<file path="config.mk">
export PLATFORM = sky130hd
export DESIGN_NAME = seven_segment_scanner
export DESIGN_NICKNAME = d
export VERILOG_FILES = /design/src/rtl/seven_segment_scanner.sv
export SDC_FILE = /design/constraint.sdc
export NUM_CORES = 1
export LEC_CHECK = 0
export BUFFER_PORTS_ARGS = -buffer_cell sky130_fd_sc_hd__buf_2
export CAP_MARGIN = 25
export CORE_ASPECT_RATIO = 1.25
export CORE_MARGIN = 3
export CORE_UTILIZATION = 58
export DETAILED_ROUTE_END_ITERATION = 16
export PLACE_DENSITY = 0.79
export SLEW_MARGIN = 20
export SYNTH_ARGS = -nofsm -noshare
export SYNTH_HDL_FRONTEND = slang
export SYNTH_SLANG_ARGS = --single-unit
</file>
<file path="constraint.sdc">
create_clock -name clk -period 2.63 [get_ports clk]
set_input_delay 0.1315 -clock clk [delete_from_list [all_inputs] [get_ports clk]]
set_output_delay 0.1315 -clock clk [all_outputs]
set_load 0.01 [all_outputs]
</file>
<file path="src/rtl/seven_segment_scanner.sv">
// Multiplexed DIGITS-wide seven-segment scanner with tear-free frame loading.
// Optional build macro SEVSEG_HEX_EN: nibbles 10..15 decode as hex letters instead of a dash.
module seven_segment_scanner #(
    parameter int DIGITS     = 4,
    parameter int DIV        = 1000,
    parameter bit ACTIVE_LOW = 1'b0
) (
    input  logic                  clk,
    input  logic                  rst_n,
    input  logic                  load,
    input  logic [4*DIGITS-1:0]   data,
    input  logic [DIGITS-1:0]     blank,
    output logic                  busy,
    output logic                  frame_start,
    output logic [6:0]            seg,
    output logic [DIGITS-1:0]     an
);

    localparam int PW = (DIV > 1) ? $clog2(DIV) : 1;
    localparam int IW = (DIGITS > 1) ? $clog2(DIGITS) : 1;
    localparam logic [PW-1:0] PMAX = PW'(DIV - 1);
    localparam logic [IW-1:0] IMAX = IW'(DIGITS - 1);

    logic [PW-1:0]         pcnt;
    logic [IW-1:0]         idx;
    logic                  tick;
    logic                  wrap;
    logic                  wrap_q;
    logic [4*DIGITS-1:0]   act_data;
    logic [DIGITS-1:0]     act_blank;
    logic [4*DIGITS-1:0]   pend_data;
    logic [DIGITS-1:0]     pend_blank;
    logic                  pend_v;
    logic [3:0]            cur_nib;
    logic [6:0]            seg_next;
    logic [DIGITS-1:0]     an_next;

    function automatic logic [6:0] decode(input logic [3:0] nib);
        logic [6:0] s;
        s = 7'b0000000;
        case (nib)
            4'h0: s = 7'b1111110;
            4'h1: s = 7'b0110000;
            4'h2: s = 7'b1101101;
            4'h3: s = 7'b1111001;
            4'h4: s = 7'b0110011;
            4'h5: s = 7'b1011011;
            4'h6: s = 7'b1011111;
            4'h7: s = 7'b1110000;
            4'h8: s = 7'b1111111;
            4'h9: s = 7'b1111011;
`ifdef SEVSEG_HEX_EN
            4'hA: s = 7'b1110111;
            4'hB: s = 7'b0011111;
            4'hC: s = 7'b1001110;
            4'hD: s = 7'b0111101;
            4'hE: s = 7'b1001111;
            4'hF: s = 7'b1000111;
`else
            4'hA, 4'hB, 4'hC, 4'hD, 4'hE, 4'hF: s = 7'b0000001;
`endif
            default: s = 7'b0000000;
        endcase
        return s;
    endfunction

    assign tick = (pcnt == PMAX);
    assign wrap = tick && (idx == IMAX);
    assign busy = pend_v;

    always_ff @(posedge clk or negedge rst_n) begin
        if (!rst_n) begin
            pcnt <= '0;
            idx  <= '0;
        end else if (tick) begin
            pcnt <= '0;
            idx  <= (idx == IMAX) ? '0 : idx + 1'b1;
        end else begin
            pcnt <= pcnt + 1'b1;
        end
    end

    // A load landing on the wrap bypasses the pending slot; otherwise the wrap promotes it.
    always_ff @(posedge clk or negedge rst_n) begin
        if (!rst_n) begin
            act_data   <= '0;
            act_blank  <= '1;
            pend_data  <= '0;
            pend_blank <= '0;
            pend_v     <= 1'b0;
        end else if (wrap) begin
            if (load) begin
                act_data  <= data;
                act_blank <= blank;
            end else if (pend_v) begin
                act_data  <= pend_data;
                act_blank <= pend_blank;
            end
            pend_v <= 1'b0;
        end else if (load) begin
            pend_data  <= data;
            pend_blank <= blank;
            pend_v     <= 1'b1;
        end
    end

    always_comb begin
        cur_nib  = act_data[{idx, 2'b00} +: 4];
        seg_next = 7'b0000000;
        an_next  = '0;
        if (!act_blank[idx]) begin
            seg_next = decode(cur_nib);
            an_next  = DIGITS'(1) << idx;
        end
    end

    // frame_start lines up with the first registered cycle of digit 0, two edges after the wrap.
    always_ff @(posedge clk or negedge rst_n) begin
        if (!rst_n) begin
            seg         <= {7{ACTIVE_LOW}};
            an          <= {DIGITS{ACTIVE_LOW}};
            wrap_q      <= 1'b0;
            frame_start <= 1'b0;
        end else begin
            seg         <= seg_next ^ {7{ACTIVE_LOW}};
            an          <= an_next ^ {DIGITS{ACTIVE_LOW}};
            wrap_q      <= wrap;
            frame_start <= wrap_q;
        end
    end

endmodule

</file>
# Word level (Yosys, flattened, before mapping)

Memories as Yosys holds them, arrays and structs flattened.
Cells that the tools add are included.

Register bits: 66
Memory bits (read-only): 112
Output and inout port bits: 13
Logic and storage cells: 37
Memories: 1

Add/subtract/negate cells: 2
Order comparisons: 1
Eq/ne operators: 2
Shifts and indexed selects: 2
Mux-type cells: 12
Bitwise gates (word level): 1
Reduce and logical (&&, ||, !) cells: 5

Memory list:

| name             | depth | width | read ports | clocked after Yosys merged registers in | write ports | line | source |
|---|---|---|---|---|---|---|---|
| (name not given) | 16    | 7     | 1          | 0                                       | 0           | 41   | `case (nib)` |

Operators by type and width:

| operator                | number |
|---|---|
| $mux W16                | 2 |
| $shiftx A16 B5 Y4       | 1 |
| $mux W4                 | 3 |
| $add A10 B1 Y10 const B | 1 |
| $eq A10 B10 Y1 const B  | 1 |
| $mux W10                | 1 |
| $mux W7                 | 1 |
| $reduce_and A2 Y1       | 2 |
| $reduce_bool A2 Y1      | 2 |
| $shl A1 B2 Y4 const A   | 1 |
| $lt A2 B3 Y1 const B    | 1 |
| $mux W1                 | 3 |
| $add A2 B1 Y2 const B   | 1 |
| $bmux W1 S2             | 1 |
| $eq A2 B2 Y1 const B    | 1 |
| $mux W2                 | 1 |
| $logic_and A1 B1 Y1     | 1 |
| $not A1 Y1              | 1 |

# Logic depth before layout (Yosys ltp)

Gate-level depths: netlist of the first run.

Depth in word-level cells: 4
Gate-level depth with buffers: 8
Gate-level depth less buffers: 7

# Least setup slack after synthesis of the first run

OpenSTA, ideal clock, no wires.

Path type: reg-to-reg
Start: register pcnt[0]
End: register pend_blank[0]
Arrival: 1961 ps
Path slack: 544 ps
Stages on the path, launching flop included: 7
Clock period less this slack: 2086 ps
Path through: dfrtp_1 -> ha_1 -> nand4b_2 -> or4_4 -> o21ai_1 -> buf_4 -> mux2_2

Cells in the longest elaborated chain, start to end: 4

Ends and longest elaborated chain:

| what                               | line | source |
|---|---|---|
| from (decl)                        | 24   | `logic [PW-1:0] pcnt;` |
| from (signal assigned)             | 79   | `pcnt <= pcnt + 1'b1;` |
| $eq A10 B10 Y1                     | 67   | `assign tick = (pcnt == PMAX);` |
| $logic_and A1 B1 Y1                | 68   | `assign wrap = tick && (idx == IMAX);` |
| $not A1 Y1 (no source line)        | -    |  |
| $reduce_and A2 Y1 (no source line) | -    |  |
| to (signal assigned)               | 102  | `pend_blank <= blank;` |
| to (decl)                          | 32   | `logic [DIGITS-1:0] pend_blank;` |

No other way between the ends.
A chain may end at the register's enable or synchronous reset.

# Worst setup path in the final report of the first run

Start: register pcnt[0]
End: register act_blank[1]

Cells in the longest elaborated chain, start to end: 3

Ends and longest elaborated chain:

| what                               | line | source |
|---|---|---|
| $eq A10 B10 Y1                     | 67   |  |
| $logic_and A1 B1 Y1                | 68   |  |
| $reduce_and A2 Y1 (no source line) | -    |  |
| to (signal assigned)               | 94   | `act_blank <= blank;` |
| to (signal assigned)               | 97   | `act_blank <= pend_blank;` |
| to (decl)                          | 30   | `logic [DIGITS-1:0] act_blank;` |

No other way between the ends.

==> metrics, run 1 <==
Logic pwr share 9.0%; crit path DAT 2610 ps; Gates resized, CTS repair 0; Hold Violations, Final 0; Slowest cell on crit path or4_4; Seq pwr share 55.2%; hold buffers post-CTS 1; Antenna Violating Nets Remaining 0; Internal Power 1.528 mW; VDD IR max 0.4243 mV; Clock power frac 35.8%; Die W 71.03 microns; post-synthesis sequential area ratio 54.04%; vias in the first global route 1959; met1 Usage GRT 23.50%; startpoint types flop; starting density of the core 62.50%; pwr dens 573.7 nW/um^2; Slew headroom 44.36%; Starting DRT DRC Count 126; worst slew pin tran 827.7 ps; std cell rows 28; Total Wirelength 5264 microns; share of cells above drive strength 1 27.67%; Area contributors post-synth dfrtp_1, mux2i_1, mux2_2; port bufs 35; leading area contributor after synthesis dfrtp_1; Top Usage Layer GRT met2; Worst setup EP type flop; H-tree depth 3; Remaining DRCs 0; Hold Path Class input pin to flop; CP Class flop to flop; synthesized area 3065 sq um; Finished Cell Area 3448 sq um; Slew Viols, Final 0; CP delay by family, top simple AND/OR/NAND/NOR gates; syn avg cell area 11.84 sq um; CTS tree yes; Setup TNS 0 ps; P_leak 1.539 nW; worst-skew pair later-pin latency 330 ps; Post-synth EDFFs 0; Placed Instance Area 3278 sq um; die area 6199 sq um; met2 Use GR 31.48%; clk buf depth 2; global-route wire length before repair 9114 microns; routed len/inst 14.62 microns; Final nets 328; Synth top area share 50.61%; final number of setup-violating endpoints 0; largest net degree at the start of global routing 38; routing usage on met3 5.312%; Core Area 4905 sq um; IO Pins 36; Synth Flop Type dfrtp_1; clock slew at reported path FFs 70 ps; max cap viols 0; period utilization 89.29%; post-synthesis register bit count 66; Synth warnings 0; worst-path fanout max 23; global placement routability congestion 0.7666; Vias/cell 5.539; DRT Pass-1 Iters 4; synthesized instance count 259; required time worst endpoint 2890 ps; count leader, synth dfrtp_1; crit-path cells ha_1, nand4b_2, or4_4, buf_4, or3_4, o21ai_1; Period minus WS final 2348 ps; RSZ-0062 raised after global routing false; Vias 1994; Area growth syn-to-layout 12.49%; Die Span Y 87.28 microns; Syn Nets 292; initial antenna violation count 0; CP max stage delay 510 ps; ys async rst share 100.0%; remaining global-route overflow 0; WP buf/inv 1; Ant. Diodes 0; Sink Count 66; postcts setup bufs 0; status finished, final reports clean; FMAX 425.8 MHz; Fin Clk Skew 9.062 ps; synth unique cells 32; clock buffer count from CTS 9; Net Switching 0.4498 mW; global-route usage over all layers 19.28%; DP HPWL 3648 microns; CTS root buf clkbuf_8; Synth top cells by count dfrtp_1, o21ai_0, mux2i_1; sw frac 22.74%
## per-stage QoR
| stage | worst slack, ps | util (%) | instances | total power [mW] | hold WS, ps |
|---|---|---|---|---|---|
| 2_1_floorplan | 544.2 | - | 259 | 1.216 | -164.1 |
| 3_3_place_gp | 403.3 | 66.84 | 343 | 1.283 | 206.3 |
| 3_5_place_dp | 309.1 | 66.84 | 343 | 1.291 | 206.3 |
| 4_1_cts | 293.4 | 70.31 | 360 | 1.998 | 30.30 |
| 5_1_grt | 170.0 | 70.31 | 360 | 2.070 | 30.64 |
| 6_report | 281.7 | 70.31 | 360 | 1.978 | 44.84 |
## cell usage in the layout (no fill, tap or decap), types with 3 or more instances in the layout
cell	synthesis	layout
a21oi_1	8	8
buf_2	1	35
buf_4	2	3
clkbuf_1	10	6
clkbuf_8	0	10
dfrtp_1	62	62
dfstp_2	4	4
ha_1	10	10
inv_1	7	7
mux2_2	21	21
mux2i_1	24	24
mux4_2	4	4
nand2_1	5	5
nand3_1	5	5
nor2_1	16	16
nor2b_1	8	8
o21ai_0	30	30
o21ai_1	21	21
or3_1	3	3
## routing by layer
metal,part of all wire (%),routed length (microns),vias to the layer above
li1,-,-,985
met1,43,2289,963
met2,50,2651,36
met3,3.9,203,10
met4,2.3,119,0
met5,0,0,-
## cell type report
type	count	area [sq um]
Inverter	7	26.28
Timing Repair Buffer	40	227.7
Clock buffer	16	160.2
Fill cell	368	1456
Multi-Input combinational cell	171	1303
Tap cell	60	75.07
Sequential cell	66	1657
## kinds of logic (layout without fill, tap and decap cells)
group | count (synthesis) | in the layout | synth area share [%]
flops | 66 | 66 | 54.04
compound gates | 62 | 62 | 10.45
mux | 49 | 49 | 18.49
simple gates | 46 | 46 | 8.327
buf+inv | 22 | 63 | 3.469
fa+ha+maj | 10 | 10 | 4.082
xor+xnor | 4 | 4 | 1.143
## power groups by stage
stage / clock [mW] / sequential (mW) / combinational [mW]
finish: 0.709 / 1.09 / 0.177
global route: 0.774 / 1.10 / 0.199
CTS: 0.724 / 1.09 / 0.181
detailed placement: 0 / 1.11 / 0.180
global placement: 0 / 1.11 / 0.175
floorplan: 0 / 1.11 / 0.104
## path summary, 6_finish.rpt
check                           startpoint      endpoint  slack, ps  cells past startpoint
worst min register to register      wrap_q   frame_start        360                      0
worst max-delay path               pcnt[0]  act_blank[1]        280                      6
worst min-delay path               data[1]  pend_data[1]         40                      2
min in group asynchronous            rst_n        seg[5]        370                      2
worst max register to register     pcnt[0]  act_blank[1]        280                      6
max in group asynchronous            rst_n  act_blank[2]       1570                      3
## state kept, by name, summed over array words and instances, names as in the netlist
signal and flops:
busy 1, pend_data 16, pcnt 10, pend_blank 4, wrap_q 1, idx 2, seg 7, an 4
act_blank 4, act_data 16, frame_start 1
Note: power is estimated with default switching activity, not from simulation.
==> run 2: changes to the inputs <==
--- a/config.mk
+++ b/config.mk
@@ -5,6 +5,7 @@
 export SDC_FILE = /design/constraint.sdc
 export NUM_CORES = 1
 export LEC_CHECK = 0
+export ABC_AREA = 1
 export BUFFER_PORTS_ARGS = -buffer_cell sky130_fd_sc_hd__buf_2
 export CAP_MARGIN = 25
 export CORE_ASPECT_RATIO = 1.25
==> run 2 against run 1 <==
Against the previous run: flip-flop and latch count stayed put; synthesized cell count is 47% higher; first-iteration DRC count is 25% lower; final area is 7.0% higher.
==> metrics, run 2 <==
status finished, final reports clean; vias in the first global route 2439; CP Class flop to flop; starting density of the core 60.50%; Slew Viols, Final 0; required time worst endpoint 2900 ps; post-synthesis compound-gate area fraction 1.698%; FMAX 531.8 MHz; Core Area 5480 sq um; Finished Cell Area 3691 sq um; Vias 2522; worst-skew pair later-pin latency 350 ps; crit path DAT 2150 ps; DP HPWL 4318 microns; max cap viols 0; largest family of logic cells by synthesized area simple AND/OR/NAND/NOR gates; global-route wire length before repair 10960 microns; Slew headroom 53.60%; pwr dens 531.2 nW/um^2; startpoint types flop; Die Span Y 90.54 microns; share of synthesized area spent on multiplexers 6.792%; most common cell after layout, fill and taps aside nand2_1; Area contributors post-synth dfrtp_1, nand2_1, nand3_1; RSZ-0062 raised after global routing false; Setup TNS 0 ps; CP max stage delay 590 ps; CP delay by family, top simple AND/OR/NAND/NOR gates; Synth top area share 46.79%; port bufs 35; Vias/cell 5.200; Slowest cell on crit path dfrtp_1; Placed Instance Area 3498 sq um; period utilization 71.50%; Hold Path End pend_blank[3]; Synth Flop Type dfrtp_1; Synth Area in Simple Gates 30.98%; reg2reg setup slack 750 ps; Final nets 449; CTS root buf clkbuf_8; syn avg cell area 8.703 sq um; Syn Nets 414; global placement routability congestion 0.8517; Sink Count 66; Gates resized, CTS repair 0; routed len/inst 12.84 microns; VDD IR max 0.4168 mV; Placed Instances 468; clk buf depth 2; Synth warnings 0; clock buffer count from CTS 9; fin util 67.35%; final number of setup-violating endpoints 0; crit-path cells inv_2, nand2_1, nand3_1, nand2_1, inv_1, ha_1, inv_1, nand3_1, nand2_1, nor2_1, nor2_1; H-tree depth 3; Die W 73.63 microns; Starting DRT DRC Count 95; WP buf/inv 3; final non-filler cell total 485; share of cells above drive strength 1 22.80%; Period minus WS final 1880 ps; Ant. Diodes 0; IO Pins 36; synth unique cells 27; worst r2r src idx[0]; ys async rst share 100.0%; Worst setup EP type flop; synthesized area 3316 sq um; Antenna Violating Nets Remaining 0; largest registers act_data: 16 flops, pend_data: 16 flops, pcnt: 10 flops; remaining global-route overflow 0; Tot Pwr 1.961 mW; Area growth syn-to-layout 11.32%; die area 6666 sq um; FF-to-FF path depth 11; worst slew pin tran 694.4 ps; CTS tree yes; initial antenna violation count 0; Total Wirelength 6226 microns; worst hold start blank[3]; synthesized-area fraction occupied by xor and xnor cells 0.5283%; synthesized instance count 381; post-synthesis sequential area ratio 49.96%; Critical R2R Capture seg[0]; P_leak 1.950 nW; clock slew at reported path FFs 70 ps; count leader, synth nand2_1; leading area contributor after synthesis dfrtp_1; Hold Path Class input pin to flop; largest net degree at the start of global routing 42; Hold Violations, Final 0; Synth top cells by count nand2_1, dfrtp_1, nand3_1; commonest cells after routing, fill and taps aside nand2_1, dfrtp_1, nand3_1; adder-cell share of the synthesized area 3.774%; hold path cells 3; Fin Clk Skew 7.021 ps; post-synthesis register bit count 66; global-route usage over all layers 21.03%; CP most frequent cell nand2_1; DRT Pass-1 Iters 4; std cell rows 30; Post-synth EDFFs 0; worst-path fanout max 14; Remaining DRCs 0
==> run 2: changes by cell type after synthesis, moves of 6 or more <==
cell      previous run  this run
o21ai_0             30         3
o21ai_1             21         1
nand3_1              5        53
mux2i_1             24         0
nor2b_1              8         0
buf_2                1         7
inv_2                0         7
nor2_1              16        26
nand2_1              5       131
inv_1                7        19
clkbuf_1            10         0
==> run 2: power by group <==
| part | total (mW) | internal (mW) | switching, mW |
|---|---|---|---|
| Combinational | 0.122 | 0.0557 | 0.0660 |
| Clock | 0.783 | 0.417 | 0.366 |
| Sequential | 1.06 | 1.04 | 0.0137 |
| Total | 1.96 | 1.52 | 0.445 |
==> run 2: cells by family after synthesis <==
family / count (synthesis)
and+or+nand+nor: 229
muxes: 20
buffers and inverters: 43
xor gates and xnor gates: 2
DFF: 66
AOI/OAI and AO/OA: 11
adders and majority gates: 10
==> run 2: worst max path at each step <==
| stage | start | end | slack [ps] | cells after the start |
|---|---|---|---|---|
| after floorplan | idx[0] | seg[3] | 1090 | 10 |
| after global placement | idx[0] | seg[3] | 830 | 9 |
| after detailed placement | idx[0] | seg[3] | 780 | 9 |
| after CTS | idx[0] | seg[0] | 730 | 11 |
| after global routing | idx[0] | seg[0] | 480 | 11 |
| final | idx[0] | seg[0] | 750 | 11 |
==> run 2: timing repair <==
action / 4_1_cts / 5_1_grt
hold buffers: 1 / 0
setup buffers: 0 / 0
endpoints found under the hold margin: 20 / 0
==> run 2: metrics by stage <==
| stage | setup WS [ps] | hold slack [ps] |
|---|---|---|
| 2_1_floorplan | 1086 | -164.1 |
| 3_3_place_gp | 826.7 | 149.1 |
| 3_5_place_dp | 777.1 | 142.2 |
| 4_1_cts | 730.2 | 19.82 |
| 5_1_grt | 484.7 | 32.27 |
| 6_report | 749.6 | 26.30 |
==> run 2: area by class of cell <==
class,instances,area [sq um]
clock inverters,2,10.01
repair buffers,41,222.7
clock buffers,14,172.7
well taps,64,80.08
inverters,26,97.59
fillers,457,1789
multi-input cells,272,1451
flip-flops and latches,66,1657
==> run 2: per-layer routing <==
layer	global-route usage, %	vias up	part of all wire, %
li1	-	1292	-
met1	28.56	1174	45
met2	32.25	47	48
met3	5.011	9	4.3
met4	8.157	0	1.8
met5	0	-	0
==> run 2: worst min-delay path: stages <==
cell     delay (ps)
buf_2            80
nand3_1          70
nand2_1          60
==> run 3: changes to the inputs <==
--- a/config.mk
+++ b/config.mk
@@ -10,9 +10,9 @@
 export CAP_MARGIN = 25
 export CORE_ASPECT_RATIO = 1.25
 export CORE_MARGIN = 3
-export CORE_UTILIZATION = 58
+export CORE_UTILIZATION = 53
 export DETAILED_ROUTE_END_ITERATION = 16
-export PLACE_DENSITY = 0.79
+export PLACE_DENSITY = 0.76
 export SLEW_MARGIN = 20
 export SYNTH_ARGS = -nofsm -noshare
 export SYNTH_HDL_FRONTEND = slang
==> constraint.sdc (replaced) <==
create_clock -name clk -period 1.6 [get_ports clk]
set_input_delay 0.08 -clock clk [delete_from_list [all_inputs] [get_ports clk]]
set_output_delay 0.08 -clock clk [all_outputs]
set_load 0.01 [all_outputs]
==> run 3 against run 2 <==
Against the previous run: clock-buffer cell count shrank 2; fmax grew 22%; cell count grew 11%; hold slack gained 180 ps; register-to-register slack lost 690 ps; clock skew grew 0.67 ps; wire length grew 9.4%; clock power grew 110%; highest routed layer unchanged.
==> metrics, run 3 (synthesis gave the netlist of run 2 again) <==
Fin Clk Skew 7.689 ps; Clock power frac 45.2%; Hold Violations, Final 0; global-route wire length before repair 11870 microns; max cap viols 0; Total Wirelength 6810 microns; final number of setup-violating endpoints 0; DP HPWL 4323 microns; worst-path fanout max 6; most common cell after layout, fill and taps aside nand2_1; Net Switching 0.7802 mW; VDD IR max 0.7464 mV; routed len/inst 12.66 microns; Sink Count 66; Logic pwr share 7.0%; RSZ-0062 raised after global routing true; DRT Pass-1 Iters 4; initial antenna violation count 0; Placed Instance Area 3659 sq um; pwr dens 870.1 nW/um^2; CP Class flop to flop; sw frac 21.50%; Area growth syn-to-layout 25.81%; CTS root buf clkbuf_8; FMAX 648.6 MHz; crit path DAT 1780 ps; commonest cells after routing, fill and taps aside nand2_1, dfrtp_1, nand3_1; Antenna Violating Nets Remaining 0; die area 7247 sq um; Worst setup EP type flop; share of cells above drive strength 1 26.32%; Vias/cell 5.033; Vias 2708; Slew Viols, Final 0; clk buf depth 2; vias in the first global route 2634; clock slew at reported path FFs 70 ps; port bufs 35; Remaining DRCs 0; global placement routability congestion 0.8705; H-tree depth 3; Hold Path Class input pin to flop; clock buffer count from CTS 9; Die W 76.75 microns; FF-to-FF path depth 9; worst-skew pair later-pin latency 350 ps; Die Span Y 94.43 microns; period utilization 96.36%; Ant. Diodes 0; required time worst endpoint 1830 ps; Finished Cell Area 4172 sq um; Slew headroom 76.92%; worst slew pin tran 346.2 ps; startpoint types flop; starting density of the core 55.87%; Final nets 484; std cell rows 31; status finished, final reports clean; Starting DRT DRC Count 124; CTS tree yes; hold path cells 4; Core Area 5934 sq um; Internal Power 2.849 mW; IO Pins 36; global-route usage over all layers 20.65%; Tot Pwr 3.630 mW; largest net degree at the start of global routing 67; largest registers act_data: 16 flops, pend_data: 16 flops, pcnt: 10 flops; Seq pwr share 47.8%; Period minus WS final 1542 ps; remaining global-route overflow 0; P_leak 2.157 nW
## run 3: cell count changes in the layout (fill, tap and decap cells not counted), moves of 3 or more
cell	previous run	this run
nand2_2	4	7
buf_4	5	13
buf_12	0	5
nand2_1	131	128
dlygate4sd3_1	1	21
## run 3: per-layer routing
metal  up-vias  track usage (%)  routed length [microns]  part of all wire, %
met2        63            34.74                     3430                   50
li1       1354                -                        -                    -
met3        10            5.916                      259                  3.8
met4         0            8.761                      133                  2.0
met1      1281            24.91                     2986                   44
met5         -                0                        0                    0
## run 3: layout make-up
cell class                      instances  area [sq um]
Sequential cell                        66          1659
Inverter                               26         97.59
Multi-Input combinational cell        272          1469
Clock inverter                          4         72.57
Timing Repair Buffer                   76         605.6
Tap cell                               82         102.6
Clock buffer                           12         165.2
Fill cell                             452          1763
## run 3: through the flow
stage                     TNS, ps  hold slack [ps]  utilization (%)  cells  worst slack [ps]
after global placement          0            120.7            61.65    496             88.33
after floorplan                 0           -215.6                -    381             55.98
after detailed placement   -47.98            122.1            61.65    496            -28.01
after global routing       -270.5            205.5            70.29    538            -33.12
final                           0            209.9            70.29    538             58.20
after CTS                       0            192.4            69.22    533             17.21
## run 3: worst paths after layout
kind | startpoint | end | slack (ps)
worst max-delay path | idx[0] | seg[3] | 60
worst min-delay path | load | pend_blank[0] | 210
worst max register to register | idx[0] | seg[3] | 60
worst min register to register | wrap_q | frame_start | 360
max in group asynchronous | rst_n | act_blank[0] | 1000
min in group asynchronous | rst_n | pcnt[6] | 270
## run 3: power groups by stage
stage                     sequential [mW]  combinational [mW]  clock [mW]
after global placement               1.76               0.207           0
after CTS                            1.73               0.252        1.67
final                                1.74               0.253        1.64
after floorplan                      1.76               0.119           0
after detailed placement             1.77               0.213           0
after global routing                 1.74               0.284        1.74
## run 3: worst max-delay path: stages, from the launching register on
cell and delay (ps):
dfrtp_2 460, inv_2 120, nand2_1 60, nand3_1 100, nand2_2 100, ha_1 290, nand3_1 110, nand2_1 60
nor2_1 80, nor2_1 50
## run 3: timing repair
action                                 4_1_cts  5_1_grt
setup endpoints to repair                    3       16
pin swaps                                    0        3
setup buffers                                0        5
gates cloned                                 0        0
hold buffers                                21        0
resized for setup                            1       11
endpoints found under the hold margin       82        0
